### src/rtl/apb_master_pkg.sv
// Shared types for the APB command master.
// State encoding, response bundle and width defaults.
package apb_master_pkg;

  localparam int APB_DW = 32;
  localparam int APB_AW = 32;
  localparam int APB_TO = 16;

  typedef enum logic [1:0] {
    IDLE,
    SETUP,
    ACCESS,
    RESP
  } apb_mst_state_e;

  typedef struct packed {
    logic [APB_DW-1:0] rdata;
    logic              slverr;
    logic              timeout;
  } apb_rsp_t;

  // Counter width able to hold n; never below 1 bit.
  function automatic int tmr_width(input int n);
    return (n > 0) ? $clog2(n + 1) : 1;
  endfunction

endpackage

### src/rtl/apb_wait_timer.sv
// Saturating wait counter with a programmable limit.
// clk/rst, clear, enable, limit in; expired out.
module apb_wait_timer #(
  parameter int WIDTH = 5
) (
  input  logic             clk,
  input  logic             rst,
  input  logic             clear,
  input  logic             enable,
  input  logic [WIDTH-1:0] limit,
  output logic             expired
);

  logic [WIDTH-1:0] cnt;
  logic [WIDTH:0]   nxt;

  assign nxt = {1'b0, cnt} + (WIDTH+1)'(1);

  // Fires during the enabled cycle that makes
  // the count reach the limit; limit 0 never fires.
  assign expired = enable
                && (limit != '0)
                && (nxt >= {1'b0, limit});

  always_ff @(posedge clk or posedge rst) begin
    if (rst) begin
      cnt <= '0;
    end else if (clear) begin
      cnt <= '0;
    end else if (enable && (cnt != '1)) begin
      cnt <= cnt + WIDTH'(1);
    end
  end

endmodule

### src/rtl/apb_cmd_master.sv
// Valid/ready command stream to APB3 master bridge.
// cmd_* in, rsp_* out, APB P* bus to the slave.
module apb_cmd_master
  import apb_master_pkg::*;
#(
  parameter int DATA_WIDTH     = APB_DW,
  parameter int ADDR_WIDTH     = APB_AW,
  parameter int TIMEOUT_CYCLES = APB_TO
) (
  input  logic                  PCLK,
  input  logic                  PRESET,
  input  logic                  cmd_valid,
  output logic                  cmd_ready,
  input  logic                  cmd_write,
  input  logic [ADDR_WIDTH-1:0] cmd_addr,
  input  logic [DATA_WIDTH-1:0] cmd_wdata,
  output logic                  rsp_valid,
  input  logic                  rsp_ready,
  output logic [DATA_WIDTH-1:0] rsp_rdata,
  output logic                  rsp_slverr,
  output logic                  rsp_timeout,
  output logic                  PSELx,
  output logic                  PENABLE,
  output logic                  PWRITE,
  output logic [ADDR_WIDTH-1:0] PADDR,
  output logic [DATA_WIDTH-1:0] PWDATA,
  input  logic [DATA_WIDTH-1:0] PRDATA,
  input  logic                  PREADY,
  input  logic                  PSLVERR
);

  localparam int TW = tmr_width(TIMEOUT_CYCLES);

  apb_mst_state_e state;
  logic           accept;
  logic           expired;

  assign accept = (state == IDLE)
               && cmd_valid && cmd_ready;

  apb_wait_timer #(
    .WIDTH (TW)
  ) u_timer (
    .clk     (PCLK),
    .rst     (PRESET),
    .clear   (accept),
    .enable  ((state == ACCESS) && !PREADY),
    .limit   (TW'(TIMEOUT_CYCLES)),
    .expired (expired)
  );

  // PADDR/PWRITE/PWDATA double as the latched
  // command and hold their value while idle.
  always_ff @(posedge PCLK or posedge PRESET) begin
    if (PRESET) begin
      state       <= IDLE;
      cmd_ready   <= 1'b0;
      rsp_valid   <= 1'b0;
      rsp_rdata   <= '0;
      rsp_slverr  <= 1'b0;
      rsp_timeout <= 1'b0;
      PSELx       <= 1'b0;
      PENABLE     <= 1'b0;
      PWRITE      <= 1'b0;
      PADDR       <= '0;
      PWDATA      <= '0;
    end else begin
      unique case (state)
        IDLE: begin
          cmd_ready <= 1'b1;
          if (accept) begin
            cmd_ready <= 1'b0;
            PWRITE    <= cmd_write;
            PADDR     <= cmd_addr;
            PWDATA    <= cmd_wdata;
            PSELx     <= 1'b1;
            state     <= SETUP;
          end
        end
        SETUP: begin
          PENABLE <= 1'b1;
          state   <= ACCESS;
        end
        ACCESS: begin
          if (PREADY) begin
            rsp_rdata   <= PWRITE ? '0 : PRDATA;
            rsp_slverr  <= PSLVERR;
            rsp_timeout <= 1'b0;
            rsp_valid   <= 1'b1;
            PSELx       <= 1'b0;
            PENABLE     <= 1'b0;
            state       <= RESP;
          end else if (expired) begin
            rsp_rdata   <= '0;
            rsp_slverr  <= 1'b1;
            rsp_timeout <= 1'b1;
            rsp_valid   <= 1'b1;
            PSELx       <= 1'b0;
            PENABLE     <= 1'b0;
            state       <= RESP;
          end
        end
        RESP: begin
          if (rsp_ready) begin
            rsp_valid <= 1'b0;
            cmd_ready <= 1'b1;
            state     <= IDLE;
          end
        end
        default: state <= IDLE;
      endcase
    end
  end

endmodule

### config.mk
export PLATFORM = sky130hd
export DESIGN_NAME = apb_cmd_master
export DESIGN_NICKNAME = d
export VERILOG_FILES = /design/src/rtl/apb_master_pkg.sv /design/src/rtl/apb_wait_timer.sv /design/src/rtl/apb_cmd_master.sv
export SDC_FILE = /design/constraint.sdc
export NUM_CORES = 1
export LEC_CHECK = 0
export ABC_CLOCK_PERIOD_IN_PS = 4950
export CAP_MARGIN = 20
export CORE_ASPECT_RATIO = 1.5
export CORE_MARGIN = 4
export CORE_UTILIZATION = 41
export CTS_CLUSTER_DIAMETER = 200
export DETAILED_ROUTE_END_ITERATION = 8
export PLACE_DENSITY = 0.81
export SLEW_MARGIN = 0
export SYNTH_ARGS = -nofsm -noshare
export SYNTH_HDL_FRONTEND = slang
export SYNTH_SLANG_ARGS = --single-unit
### constraint.sdc
create_clock -name PCLK -period 4.95 [get_ports PCLK]
set_input_delay 1.2375 -clock PCLK [delete_from_list [all_inputs] [get_ports PCLK]]
set_output_delay 1.2375 -clock PCLK [all_outputs]
set_load 0.02 [all_outputs]
# Word-level counts from Yosys, hierarchy flattened
# Cells that the tools add are included.
# W data, S select, Z words.
totals:
  register_bits: 110
  latch_bits: 0
  ramBits: 0
  mem_bits_ro: 0
  inputBits: 103
  output_inout_bits: 103
  elab_cells: 66
  n_memories: 0
classes:
  addsub: 2
  mul: 0
  div_mod_pow: 0
  n_lt_le_gt_ge: 1
  eq_ne: 7
  shifts: 0
  muxes: 24
  bitwise: 0
  n_reduce_logical: 20
op_table:
  columns: ["op", "count"]
  rows:
  - ["$mux W32", 3]
  - ["$reduce_bool A2 Y1", 6]
  - ["$mux W1", 10]
  - ["$mux W5", 2]
  - ["$reduce_and A3 Y1", 3]
  - ["$mux W2", 4]
  - ["$pmux W1 S2", 4]
  - ["$pmux W2 S4", 1]
  - ["$reduce_and A2 Y1", 4]
  - ["$add A5 B1 Y6 const B", 1]
  - ["$ge A6 B5 Y1 const B", 1]
  - ["$add A5 B1 Y5 const B", 1]
  - ["$logic_and A1 B1 Y1", 5]
  - ["$ne A5 B5 Y1 const B", 1]
  - ["$eq A2 B2 Y1 const B", 2]
  - ["$ne A2 B2 Y1 const B", 2]
  - ["$ne A3 B3 Y1 const B", 1]
  - ["$eq A2 B1 Y1 const B", 1]
  - ["$logic_not A2 Y1", 1]
  - ["$logic_not A1 Y1", 1]

# Longest topological paths before layout
# Gate-level depths: netlist of run 1.
logic_depth:
  depth_word: 6
  ltp_mapped: 8
  mapped_depth_nobuf: 7

# Modules after synthesis
# From an unflattened synthesis of run 1, not the netlist that was laid out.
unflattened:
  hier_cells: 374
  area_unflattened_um2: 4722.0
by_module_without_submodules:
  columns: ["mod", "n_inst", "cells_each", "area_each_um2", "seq_area_each_um2"]
  rows:
  - ["apb_cmd_master", 1, 329, 4305.4, 2627.5]
  - ["apb_wait_timer", 1, 45, 416.6, 125.1]

# Worst setup path before layout of run 1
# No wires, ideal clock.
synth_timing:
  path_type: "input port to flip-flop"
  startpoint: "input cmd_valid"
  endpoint: "register PWDATA[0]"
  setup_time_ps: 128
  t_arrival_ps: 2036
  required_ps: 4822
  slack_ps: 2787
  cell_stages: 4
  n_path_buf: 2
  path_cell_list: "and3_1 -> buf_2 -> buf_2 -> mux2_1"
synth_via:
  elab_chain_len: 3
synth_rtl:
  columns: ["element", "line_no", "rtl"]
  rows:
  - ["from (decl)", "apb_cmd_master.sv:12", "input logic cmd_valid,"]
  - ["$logic_and A1 B1 Y1 (2 in a row)", "apb_cmd_master.sv:39", "&& cmd_valid && cmd_ready;"]
  - ["$reduce_and A2 Y1 (no source line)", null, null]
  - ["to (signal assigned)", "apb_cmd_master.sv:75", "PWDATA <= cmd_wdata;"]
  - ["to (decl)", "apb_cmd_master.sv:26", "output logic [DATA_WIDTH-1:0] PWDATA,"]
# Every way passes these cells.
# A chain may end at the register's enable or synchronous reset.

# Worst setup path after layout of run 1
layout_timing:
  startpoint: "input cmd_valid"
  endpoint: "register PADDR[0]"
layout_via:
  elab_chain_len: 3
layout_rtl:
  columns: ["element", "line_no", "rtl"]
  rows:
  - ["$logic_and A1 B1 Y1 (2 in a row)", "apb_cmd_master.sv:39", null]
  - ["$reduce_and A2 Y1 (no source line)", null, null]
  - ["to (signal assigned)", "apb_cmd_master.sv:74", "PADDR <= cmd_addr;"]
  - ["to (decl)", "apb_cmd_master.sv:25", "output logic [ADDR_WIDTH-1:0] PADDR,"]
# Every way passes these cells.

==> results.py, run 1 <==
metrics = {
    "synthesis": {
        "yosysTopAreaCellShare_pct": 64.4,
        "syn-instance-count": 281,
        "synth_area_leaders": "dfrtp_1, mux2_1, a22o_1, ha_1, buf_4",
        "synth_largest_area_cell": "dfrtp_1",
        "synth_warnings": 0,
        "seq_area_frac_synth_pct": 64.4,
        "synth_nets": 390,
        "synth_area_per_cell_sq_um": 15.2,
        "synth-seq-cells": 110,
        "yosysUniqueCellTypes": 26,
        "synth_area_sq_mm": 0.00427,
    },
    "setup_path": {
        "cp_max_fo": 29,
        "cp.arrival_ns": 3.15,
        "critPathLaunchType": "input pin",
        "critPathKind": "input pin to flip-flop",
        "critical_path.endpoint_type": "flip-flop",
        "critPathRequiredTime_ns": 5.17,
    },
    "die": {
        "fp.dieH_um": 133,
        "die-width_um": 91.3,
        "die_area_sq_mm": 0.0121,
        "initial_core_util_pct": 42.1,
        "ioPinCount": 206,
        "fp-row-count": 45,
        "core_sq_mm": 0.0101,
    },
    "sta": {
        "finalCritPeriodShare_pct": 59.2,
        "clock_skew_ns": 0.0119,
        "grt_setup_unrepaired": "no",
        "finalHoldViolations": 0,
        "tns_ns": 0,
        "slew_violations": 0,
        "slew_headroom_pct": 55.0,
        "max_freq_ghz": 0.341,
        "tightest_slew_ns": 0.675,
        "hold_slack_ns": 0.484,
        "finalCriticalPeriod_ns": 2.93,
        "setup_viol": 0,
    },
    "global_routing": {
        "grt-ovfl-total": 0,
        "grt_max_degree": 92,
        "grt_pass1_vias": 3247,
        "antenna_found_initial": 0,
        "track_usage_pct": 18.5,
        "grt_pass1_wl_mm": 17.5,
    },
    "layout": {
        "fillCellCount": 733,
        "syn_to_final_growth_pct": 56.8,
        "layout_common_cells": "clkdlybuf4s50_1, dfrtp_1, mux2_1, a22o_1, nor2_1",
        "antenna_cells": 0,
        "drive_gt1_share_pct": 5.69,
        "final_common_cell": "clkdlybuf4s50_1",
        "final_cell_area_sq_mm": 0.00670,
        "nets": 596,
    },
    "detailed_routing": {
        "wire_per_inst_um": 18.2,
        "drc": 0,
        "totalWireLength_mm": 11.1,
        "firstDrtPassIters": 4,
        "routed-via-count": 3029,
        "via_per_inst": 4.97,
        "ant_nets": 0,
        "drt_iter0_drc": 73,
    },
    "placement": {
        "port-buffer-count": 205,
        "post_dp_cell_area_sq_mm": 0.00639,
        "gp_congestion": 0.780,
        "dp_hpwl_mm": 8.54,
    },
    "clock_network": {
        "cts_buffer_depth": 2,
        "cts-root-buf": "clkbuf_16",
        "cts_tree": "built",
        "h-tree-depth": 3,
        "clkSlewWorstSetupHoldPaths_ns": 0.07,
        "numCtsBuffers": 9,
        "ctsHoldBuffers": 0,
        "post_cts_resized": 0,
        "post_cts_buffers": 0,
        "clock_sinks": 110,
        "clock_latency_ns": 0.34,
    },
    "worst_hold_path": {
        "hp-class": "flip-flop to flip-flop",
    },
    "power": {
        "vdd_ir_drop_max_mv": 0.338,
        "p_per_area_mw_per_mm2": 634,
        "p_leak_nw": 2.87,
    },
    "status": {
        "outcome": "complete, no violations",
    },
    "flow_run": {
        "cap_violations": 0,
    },
}
per-layer routing:
metal | vias up | GRT usage, % | share of wire (%)
met5 | - | 0 | 0
met4 | 0 | 8.31 | 3.0
met3 | 23 | 4.84 | 6.4
met2 | 124 | 32.2 | 53
met1 | 1475 | 21.1 | 37
li1 | 1407 | - | -
power by group:
part	switching [mW]	internal, mW	total, mW
Clock	0.321	0.344	0.665
Combinational	1.00	1.06	2.06
Sequential	0.215	1.31	1.52
Total	1.54	2.71	4.25
sequential cells by signal (all words and copies together), names as in the netlist, 2 cells and up:
| signal | flops |
|---|---|
| rsp_rdata | 32 |
| PWDATA | 32 |
| state | 2 |
| PADDR | 32 |
| u_timer.cnt | 5 |
critical path, cell delays in order:
cell             delay (ns)
clkdlybuf4s50_1        0.47
and3_2                 0.62
buf_4                  0.44
mux2_1                 0.36
area by class of cell:
type                       instances  area [sq um]  share of cell area, %
sequential                       110          2750                   41.1
timing repair buffer             210          2110                   31.5
multi-input combinational        151          1390                   20.8
clock buffer                      10           229                   3.42
tap                              117           146                   2.19
clock inverter                     6          46.3                  0.691
inverter                           5          21.3                  0.318
stage by stage:
stage | utilization, % | std cells | worst slack [ns] | total power [mW]
after detailed placement | 63.1 | 592 | 1.62 | 3.63
final | 66.1 | 609 | 2.02 | 4.25
after global placement | 63.1 | 592 | 1.69 | 3.56
after CTS | 65.8 | 608 | 1.99 | 4.31
after floorplan | - | 281 | 0.810 | 2.60
after global routing | 66.1 | 609 | 1.94 | 4.48
path summary, 6_finish.rpt:
path	slack, ns	cells past startpoint	end	from
hold / removal	0.48	1	PADDR[5]$_DFFE_PP0P_	PADDR[5]$_DFFE_PP0P_
setup / recovery	2.02	4	PADDR[0]$_DFFE_PP0P_	cmd_valid
hold reg to reg	0.48	1	PADDR[5]$_DFFE_PP0P_	PADDR[5]$_DFFE_PP0P_
min in group asynchronous	1.23	2	u_timer.cnt[1]$_DFFE_PP0P_	PRESET
max in group asynchronous	3.09	3	PWDATA[16]$_DFFE_PP0P_	PRESET
setup reg to reg	2.65	5	PADDR[0]$_DFFE_PP0P_	state[0]$_DFFE_PP0P_
logic make-up (layout without fill, tap and decap cells):
kind of cell	after synthesis	in the layout	share of synthesized area (%)
simple gates	28	28	3.40
buf+inv	20	231	3.05
fa+ha+maj	6	6	1.76
mux	69	69	18.1
flops	110	110	64.4
xor+xnor	3	3	0.615
compound gates	45	45	8.64
synth_stat cells:
library cell  count
dfrtp_1         110
mux2_1           65
a22o_1           34
nor2_1           13
nand2_1           8
buf_4             7
ha_1              6
a21oi_1           5
buf_2             5
inv_1             5
buf_6             3
mux2i_1           3
and3_1            2
o21ai_1           2
xnor2_1           2
a22oi_1           1
and2b_1           1
mux2_2            1
nand2_4           1
nand3_2           1
nor2b_1           1
nor3b_4           1
o21ai_0           1
o21ai_4           1
o21bai_1          1
xor2_1            1
No activity file was read; power rests on OpenSTA's default activity.
==> run 2: changes to the inputs <==
--- a/config.mk
+++ b/config.mk
@@ -5,7 +5,7 @@
 export SDC_FILE = /design/constraint.sdc
 export NUM_CORES = 1
 export LEC_CHECK = 0
-export ABC_CLOCK_PERIOD_IN_PS = 4950
+export ABC_CLOCK_PERIOD_IN_PS = 2700
 export CAP_MARGIN = 20
 export CORE_ASPECT_RATIO = 1.5
 export CORE_MARGIN = 4
==> constraint.sdc (replaced) <==
create_clock -name PCLK -period 2.7 [get_ports PCLK]
set_input_delay 0.675 -clock PCLK [delete_from_list [all_inputs] [get_ports PCLK]]
set_output_delay 0.675 -clock PCLK [all_outputs]
set_load 0.02 [all_outputs]
==> results.py, run 2 (synthesized netlist as in run 1, its figures left out) <==
metrics = {
    "status": {
        "outcome": "complete, no violations",
    },
    "sta": {
        "tightest_slew_ns": 0.581,
        "fin_ws_ns": 0.586,
        "clock_skew_ns": 0.00851,
        "slew_violations": 0,
        "setup_viol": 0,
        "max_freq_ghz": 0.473,
        "finalCriticalPeriod_ns": 2.11,
        "grt_setup_unrepaired": "no",
        "tns_ns": 0,
        "slew_headroom_pct": 61.2,
        "finalCritPeriodShare_pct": 78.3,
        "hold_slack_ns": 0.484,
        "finalHoldViolations": 0,
    },
    "placement": {
        "post_dp_cell_area_sq_mm": 0.00641,
        "gp_congestion": 0.758,
        "placedCellCount": 591,
        "place_ws_ns": 0.452,
        "port-buffer-count": 205,
        "dp_hpwl_mm": 8.18,
    },
    "setup_path": {
        "cp.arrival_ns": 2.33,
        "cp_max_fo": 5,
        "critPathMostFrequentCell": "ha_1",
        "worstPathCellList": "ha_1 > and3_1 > ha_1 > nor2_1 > o21ai_4 > o21ai_1 > mux2_1",
        "cpPeakStageDelay_ns": 0.42,
        "crit_family": "adder cells",
        "critPathKind": "flip-flop to flip-flop",
        "critPathSlowestCell": "dfrtp_1",
        "critical_path.endpoint_type": "flip-flop",
        "cp.buffers_inverters": 0,
        "critPathLaunchType": "flip-flop",
        "critPathRequiredTime_ns": 2.92,
    },
    "global_routing": {
        "grt-ovfl-total": 0,
        "grt_max_degree": 111,
        "track_usage_pct": 18.0,
        "grt_pass1_wl_mm": 17.2,
        "antenna_found_initial": 0,
        "grt_pass1_vias": 3263,
    },
    "clock_network": {
        "post_cts_buffers": 0,
        "h-tree-depth": 3,
        "numCtsBuffers": 9,
        "cts_tree": "built",
        "ctsHoldBuffers": 0,
        "cts_buffer_depth": 2,
        "post_cts_resized": 0,
        "cts-root-buf": "clkbuf_16",
        "clock_latency_ns": 0.34,
        "clock_sinks": 110,
        "clkSlewWorstSetupHoldPaths_ns": 0.07,
    },
    "layout": {
        "fin_cells": 607,
        "antenna_cells": 0,
        "drive_gt1_share_pct": 5.51,
        "final_common_cell": "clkdlybuf4s50_1",
        "nets": 594,
        "reg_top3": "PADDR (32), PWDATA (32), rsp_rdata (32)",
        "fin_util_pct": 66.3,
        "final_cell_area_sq_mm": 0.00672,
        "layout_common_cells": "clkdlybuf4s50_1, dfrtp_1, mux2_1, a22o_1, nor2_1",
        "syn_to_final_growth_pct": 57.3,
    },
    "power": {
        "p_leak_nw": 2.87,
        "p_per_area_mw_per_mm2": 1180,
        "vdd_ir_drop_max_mv": 0.789,
        "power.total_mw": 7.90,
    },
    "flow_run": {
        "cap_violations": 0,
    },
    "die": {
        "core_sq_mm": 0.0101,
        "fp.dieH_um": 133,
        "die-width_um": 91.3,
        "fp-row-count": 45,
        "ioPinCount": 206,
        "die_area_sq_mm": 0.0121,
        "initial_core_util_pct": 42.1,
    },
    "detailed_routing": {
        "firstDrtPassIters": 4,
        "via_per_inst": 5.04,
        "drc": 0,
        "drt_iter0_drc": 79,
        "routed-via-count": 3061,
        "totalWireLength_mm": 10.9,
        "wire_per_inst_um": 18.0,
        "ant_nets": 0,
    },
    "worst_hold_path": {
        "hp-class": "flip-flop to flip-flop",
    },
}
==> run 2: worst paths after layout <==
check                           cells past startpoint                       start  slack (ns)                     end
worst max-delay path                                7  u_timer.cnt[0]$_DFFE_PP0P_        0.59    state[1]$_DFFE_PP0P_
worst min-delay path                                1      PWDATA[26]$_DFFE_PP0P_        0.48  PWDATA[26]$_DFFE_PP0P_
worst max register to register                      7  u_timer.cnt[0]$_DFFE_PP0P_        0.59    state[1]$_DFFE_PP0P_
worst min register to register                      1      PWDATA[26]$_DFFE_PP0P_        0.48  PWDATA[26]$_DFFE_PP0P_
max in group asynchronous                           3                      PRESET        1.39   PWDATA[8]$_DFFE_PP0P_
min in group asynchronous                           3                      PRESET        0.86   PADDR[10]$_DFFE_PP0P_
==> run 2: where the power goes <==
part / internal (mW) / switching [mW]
registers: 2.40 / 0.390
logic: 1.95 / 1.82
clock network: 0.750 / 0.599
total: 5.09 / 2.81
==> run 2: layout make-up <==
type | count | area, sq um
timing repair buffer | 208 | 2100
clock buffer | 10 | 239
clock inverter | 6 | 67.6
multi-input combinational | 151 | 1390
tap | 117 | 146
sequential | 110 | 2750
fill | 766 | 3410
inverter | 5 | 22.5
==> run 2: worst register-to-register path, cell delays in order (launching register included) <==
cell and delay, ns:
dfrtp_1 0.42, ha_1 0.23, and3_1 0.18, ha_1 0.31, nor2_1 0.19, o21ai_4 0.13, o21ai_1 0.20, mux2_1 0.34
==> run 2: per-layer routing <==
layer	GRT usage, %	vias to the layer above	share of wire (%)
met1	20.0	1539	38
met5	0	-	0
met3	4.27	14	4.9
met2	33.4	107	56
li1	-	1401	-
met4	5.96	0	1.5
==> RTL change 1, RTL diff (config.mk and constraints of run 1) <==
`APB_DW`: 32 -> 16.
--- a/src/rtl/apb_master_pkg.sv
+++ b/src/rtl/apb_master_pkg.sv
@@ -3,5 +3,5 @@
 package apb_master_pkg;
 
-  localparam int APB_DW = 32;
+  localparam int APB_DW = 16;
   localparam int APB_AW = 32;
   localparam int APB_TO = 16;
Interface: changed (resized PRDATA, PWDATA, cmd_wdata and rsp_rdata); port bits go from 206 to 142. The function was not compared with the original's and may differ.
==> RTL change 1 against run 1 <==
  * Worst setup slack improved by 0.14 ns
  * Area after synthesis decreased by 28%
  * Count of clock-buffer cells in the layout increased by 3
  * Synthesized cell count increased by 10%
  * Non-clock buffer count decreased by 66
  * Die area decreased by 26%
  * Register-to-register slack improved by 0.08 ns
  * Cell area decreased by 28%
  * Via count decreased by 14%
  * Wire length decreased by 28%
  * Final cell count decreased by 8.7%
  * Clock power decreased by 12%
  * Sequential cell count decreased by 32
  * Power decreased by 25%
  * Critical endpoint is now cmd_ready
  * Largest cell class unchanged
  * Largest power group unchanged
  * Highest routed layer unchanged
==> RTL change 1: results (changes against run 1) <==
Timing
  – Fin Hold WS: 0.4782 ns (-0.005557 ns)
  – Final WS setup: 2.158 ns (+0.1405 ns)
  – Max-slew headroom: 34.80% (-20 points)

Placed design
  – Placed insts: 539 (-9.0%)
  – Post-DP Area: 4586 sq um (-28%)
  – GPL Wtd Cong: 0.7625 (-2.3%)
  – IO buf count: 141 (-31%)

Worst setup path
  – Max incr delay on CP: 0.76 ns (+0.14 ns)
  – Maximum fanout along the worst path: 50 (+72%)
  – CP top delay family: simple AND/OR/NAND/NOR gates
  – CP max stage cell: nand3_2
  – R2R setup slack: 2.73 ns (+0.08 ns)
  – Cells on worst reg2reg path: 4 (-1)
  – Arrival time worst endpoint: 3.03 ns (-0.12 ns)

Final layout
  – Signal buffers share of area: 29.61% (-1.9 points)
  – Fillers: 567 (-23%)
  – Count of plain and timing-repair buffers in the layout: 144 (-31%)
  – Final clock-cell share: 5.142% (+1.0 points)
  – Multi-input gates: 214 (+42%)
  – Layout overhead on the synthesized area: 56.93% (about the same)
  – Invs w/o clock: 4 (-1)
  – Largest regs: PADDR: 32 flops, PWDATA: 16 flops, rsp_rdata: 16 flops
  – Layout cells sized above 1: 5.482% (-0.21 points)
  – Register area: 1952 sq um (-29%)
  – Nets@finish: 528 (-11%)
  – Sequential cell count: 78 (-29%)
  – Clock buffers: 13 (+3)
  – Final Non-Filler Cells: 556 (-8.7%)
  – Multi-input logic area: 1067 sq um (-23%)

Power and ir drop
  – Leakage: 2.325 nW (-19%)
  – Cell Pwr Density: 657.7 nW/um^2 (+3.7%)
  – Peak VDD IR: 0.0003112 V (-8.0%)

CTS
  – CTS Buf Count: 9 (unchanged)
  – Root Driver: clkbuf_8
  – H-tree depth: 3 (unchanged)
  – Worst-Skew Late Latency: 0.36 ns (+0.02 ns)

Synthesis
  – Top post-synthesis cells by area: dfrtp_1 63%, nand2_1 19%, a22o_1 5.1%, ha_1 2.4%, clkbuf_1 1.5%
  – Post-Synthesis Cells: 310 (+10%)
  – Synth Net Count: 387 (-0.77%)
  – Synth unique cells: 30 (+15%)
  – Post-synth top cells: 154 x nand2_1, 78 x dfrtp_1, 18 x a22o_1

Drt
  – Iter 0 DRT Violations: 98 (+34%)
  – Routed met1 length: 3096 um (-25%)
  – DR WL/cell: 14.32 um (-22%)
  – Wire length on met3: 542 um (-24%)
  – Detail Route met2 WL: 4149 um (-30%)

Global routing
  – First-pass GRT wire length: 12690 um (-27%)
  – Largest net degree at the start of global routing: 55 (-40%)
  – Total track usage: 18.27% (-0.21 points)
  – Met3 usage: 6.378% (+1.5 points)
  – Met1 Use GR: 19.71% (-1.4 points)
  – GR Util met2: 31.99% (-0.25 points)
  – Number of global-route vias before repair: 2702 (-17%)

Run status
  – Status: complete, no violations

Min path
  – Hold Path Depth: 2 (+1)
==> RTL change 1: cells by family after synthesis <==
family | count (synthesis) | share of synthesized area [%]
flip-flops | 78 | 63.26
AO/OA/AOI/OAI | 29 | 7.867
XOR/XNOR | 3 | 0.8517
adder cells (fa/ha/maj) | 6 | 2.433
multiplexers | 3 | 1.135
AND/OR/NAND/NOR | 173 | 22.10
buffers and inverters | 18 | 2.352
==> RTL change 1: worst paths after layout <==
path / endpoint / from
setup reg to reg: cmd_ready / state[0]
setup / recovery: cmd_ready / cmd_valid
hold reg to reg: PADDR[19] / PADDR[19]
min in group asynchronous: PWDATA[12] / PRESET
hold / removal: PADDR[19] / PADDR[19]
max in group asynchronous: rsp_rdata[7] / PRESET
==> RTL change 1: report_power, final <==
part           leakage (nW)  switching, mW  total (mW)  internal (mW)
sequential            0.979          0.173        1.10          0.926
clock                 0.124          0.225       0.588          0.363
combinational          1.22          0.774        1.50          0.723
total                  2.32           1.17        3.18           2.01
==> RTL change 2, RTL diff (flow settings as in run 1) <==
Without the edit above. Reset style: synchronous (`PRESET` and `rst`), changed in 2 clocked blocks.
--- a/src/rtl/apb_wait_timer.sv
+++ b/src/rtl/apb_wait_timer.sv
@@ -23,5 +23,5 @@
                 && (nxt >= {1'b0, limit});
 
-  always_ff @(posedge clk or posedge rst) begin
+  always_ff @(posedge clk) begin
     if (rst) begin
       cnt <= '0;
--- a/src/rtl/apb_cmd_master.sv
+++ b/src/rtl/apb_cmd_master.sv
@@ -52,5 +52,5 @@
   // PADDR/PWRITE/PWDATA double as the latched
   // command and hold their value while idle.
-  always_ff @(posedge PCLK or posedge PRESET) begin
+  always_ff @(posedge PCLK) begin
     if (PRESET) begin
       state       <= IDLE;
Formal check against the unedited RTL: differs if PRESET is asserted again (counterexample within 4 cycles, from zero or initial values and one cycle with PRESET high); with PRESET held inactive, the same outputs for 10 cycles.
==> RTL change 2 against run 1 <==
  * Count of clock-buffer cells in the layout grew 3
  * Area after synthesis shrank 0.59%
  * Sequential share of layout area fell by 7.8 points
  * Die area down 0.54%
  * Largest cell class unchanged
  * Worst setup slack worse by 0.25 ns
  * Wire length is 7.1% higher
  * Sequential cell count unchanged
  * Cell area shrank 1.4%
  * First-iteration DRC count increased to 2.5 times the old value
Power is not compared: it rests on default switching activity, and its combinational part moved more than twofold at a synthesized area within 25%.
==> RTL change 2: results (changes against run 1) <==
Synthesis
  – Synth unique cells: 40 (+54%)
  – Top post-synthesis cells by area: dfxtp_1 52%, nand2_1 14%, a21oi_1 12%, nand4b_1 6.6%, clkbuf_1 2.1%
  – Register area share after synthesis: 51.86% (-13 points)
  – Post-synth top cells: 164 x nand2_1, 110 x dfxtp_1, 99 x a21oi_1
  – Ys async rst share: 0% (-100 points)
  – Synth Net Count: 612 (+57%)
  – Top_reg_cell synth: dfxtp_1

Drt
  – DRT Pass-1 Iters: 4 (unchanged)
  – Vias: 4119 (+36%)
  – Iter 0 DRT Violations: 183 (+150%)
  – DR WL/cell: 14.76 um (-19%)
  – Routed Antenna Nets: 0 (unchanged)

CTS
  – Postcts setup bufs: 0 (unchanged)
  – Worst-path clk slew: 0.07 ns (about the same)
  – Worst-Skew Late Latency: 0.34 ns (about the same)

Placed design
  – IO buf count: 205 (unchanged)
  – DPL Wire Length: 8310 um (-2.7%)
  – GPL Wtd Cong: 0.7677 (-1.6%)

Timing
  – Clk_skew: 0.005743 ns (-0.006112 ns)
  – Period utilization: 64.26% (+5.0 points)
  – Max-slew headroom: 45.25% (-9.7 points)

Worst setup path
  – Maximum fanout along the worst path: 34 (+17%)
  – CP max stage cell: dfxtp_1
  – CP top delay family: flip-flops
  – Max incr delay on CP: 0.86 ns (+0.24 ns)
  – Arrival time worst endpoint: 1.94 ns (-1.21 ns)

Min path
  – Worst Hold Class: reg -> reg

Global routing
  – Largest net degree at the start of global routing: 113 (+23%)
  – Number of global-route vias before repair: 3907 (+20%)
  – Initial antenna violation count: 0 (unchanged)
  – Total track usage: 18.98% (+0.49 points)
  – First-pass GRT wire length: 18860 um (+8.0%)

Final layout
  – Fillers: 854 (+17%)
  – Layout cells sized above 1: 5.225% (-0.47 points)
  – Largest regs: PADDR: 32 flops, PWDATA: 32 flops, rsp_rdata: 32 flops
  – Ant. Diodes: 0 (unchanged)
  – Nets@finish: 792 (+33%)

Run status
  – Status: complete, no violations

Power and ir drop
  – Peak VDD IR: 0.0002098 V
[RTL change 2: changes by cell type after synthesis, moves of 24 or more]
cell      delta
nand4b_1    +32
clkbuf_1    +24
dfrtp_1    -110
dfxtp_1    +110
nand2_1    +156
a22o_1      -34
a21oi_1     +94
mux2_1      -65
[RTL change 2: area by class of cell]
type                            count  area (sq um)  share of cell area (%)
Clock buffer                       13         260.3                   3.941
Clock inverter                      3         42.54                  0.6442
Inverter                            4         15.01                  0.2274
Multi-Input combinational cell    348          1810                   27.42
Sequential cell                   110          2202                   33.35
Tap cell                          117         146.4                   2.217
Timing Repair Buffer              211          2127                   32.21
[RTL change 2: metrics by stage]
stage / setup WS, ns / util [%] / std cells / power (mW) / instance area (sq um)
2_1_floorplan: 2.842 / - / 504 / 1.221 / 4247
3_3_place_gp: 1.802 / 61.70 / 788 / 1.431 / 6254
3_5_place_dp: 1.789 / 61.90 / 789 / 1.444 / 6274
4_1_cts: 1.721 / 64.89 / 805 / 2.172 / 6576
5_1_grt: 1.654 / 65.16 / 806 / 2.248 / 6604
6_report: 1.769 / 65.16 / 806 / 2.150 / 6604
[RTL change 2: cell families (layout without fill, tap and decap cells)]
logic type	Yosys count	in the layout	share of synthesized area [%]
multiplexers	3	3	0.7072
AND/OR/NAND/NOR	224	224	25.43
flip-flops	110	110	51.86
adder cells (fa/ha/maj)	5	5	1.473
XOR/XNOR	3	3	0.6189
buffers and inverters	46	231	5.657
AO/OA/AOI/OAI	113	113	14.26
[RTL change 2: path summary, 6_finish.rpt]
kind,startpoint,to,slack [ns],cells after the start
setup / recovery,PWRITE,PWRITE,1.77,1
hold / removal,rsp_rdata[7],rsp_rdata[7],0.45,2
setup reg to reg,u_timer.cnt[0],rsp_valid,2.85,8
hold reg to reg,rsp_rdata[7],rsp_rdata[7],0.45,2
[RTL change 2: power groups by stage]
stage / registers [mW] / logic [mW] / clock network [mW]
after floorplan: 1.05 / 0.168 / 0
after global placement: 0.992 / 0.439 / 0
after detailed placement: 0.995 / 0.449 / 0
after CTS: 0.975 / 0.451 / 0.745
after global routing: 0.981 / 0.485 / 0.782
final: 0.975 / 0.450 / 0.725
[RTL change 2: layer usage]
layer  share of wire [%]  track usage (%)  up-vias
met5                   0                0        -
met4                 1.7            7.383        0
met3                 7.9            5.233       14
met2                  51            32.69      160
met1                  40            22.22     1903
li1                    -                -     2042
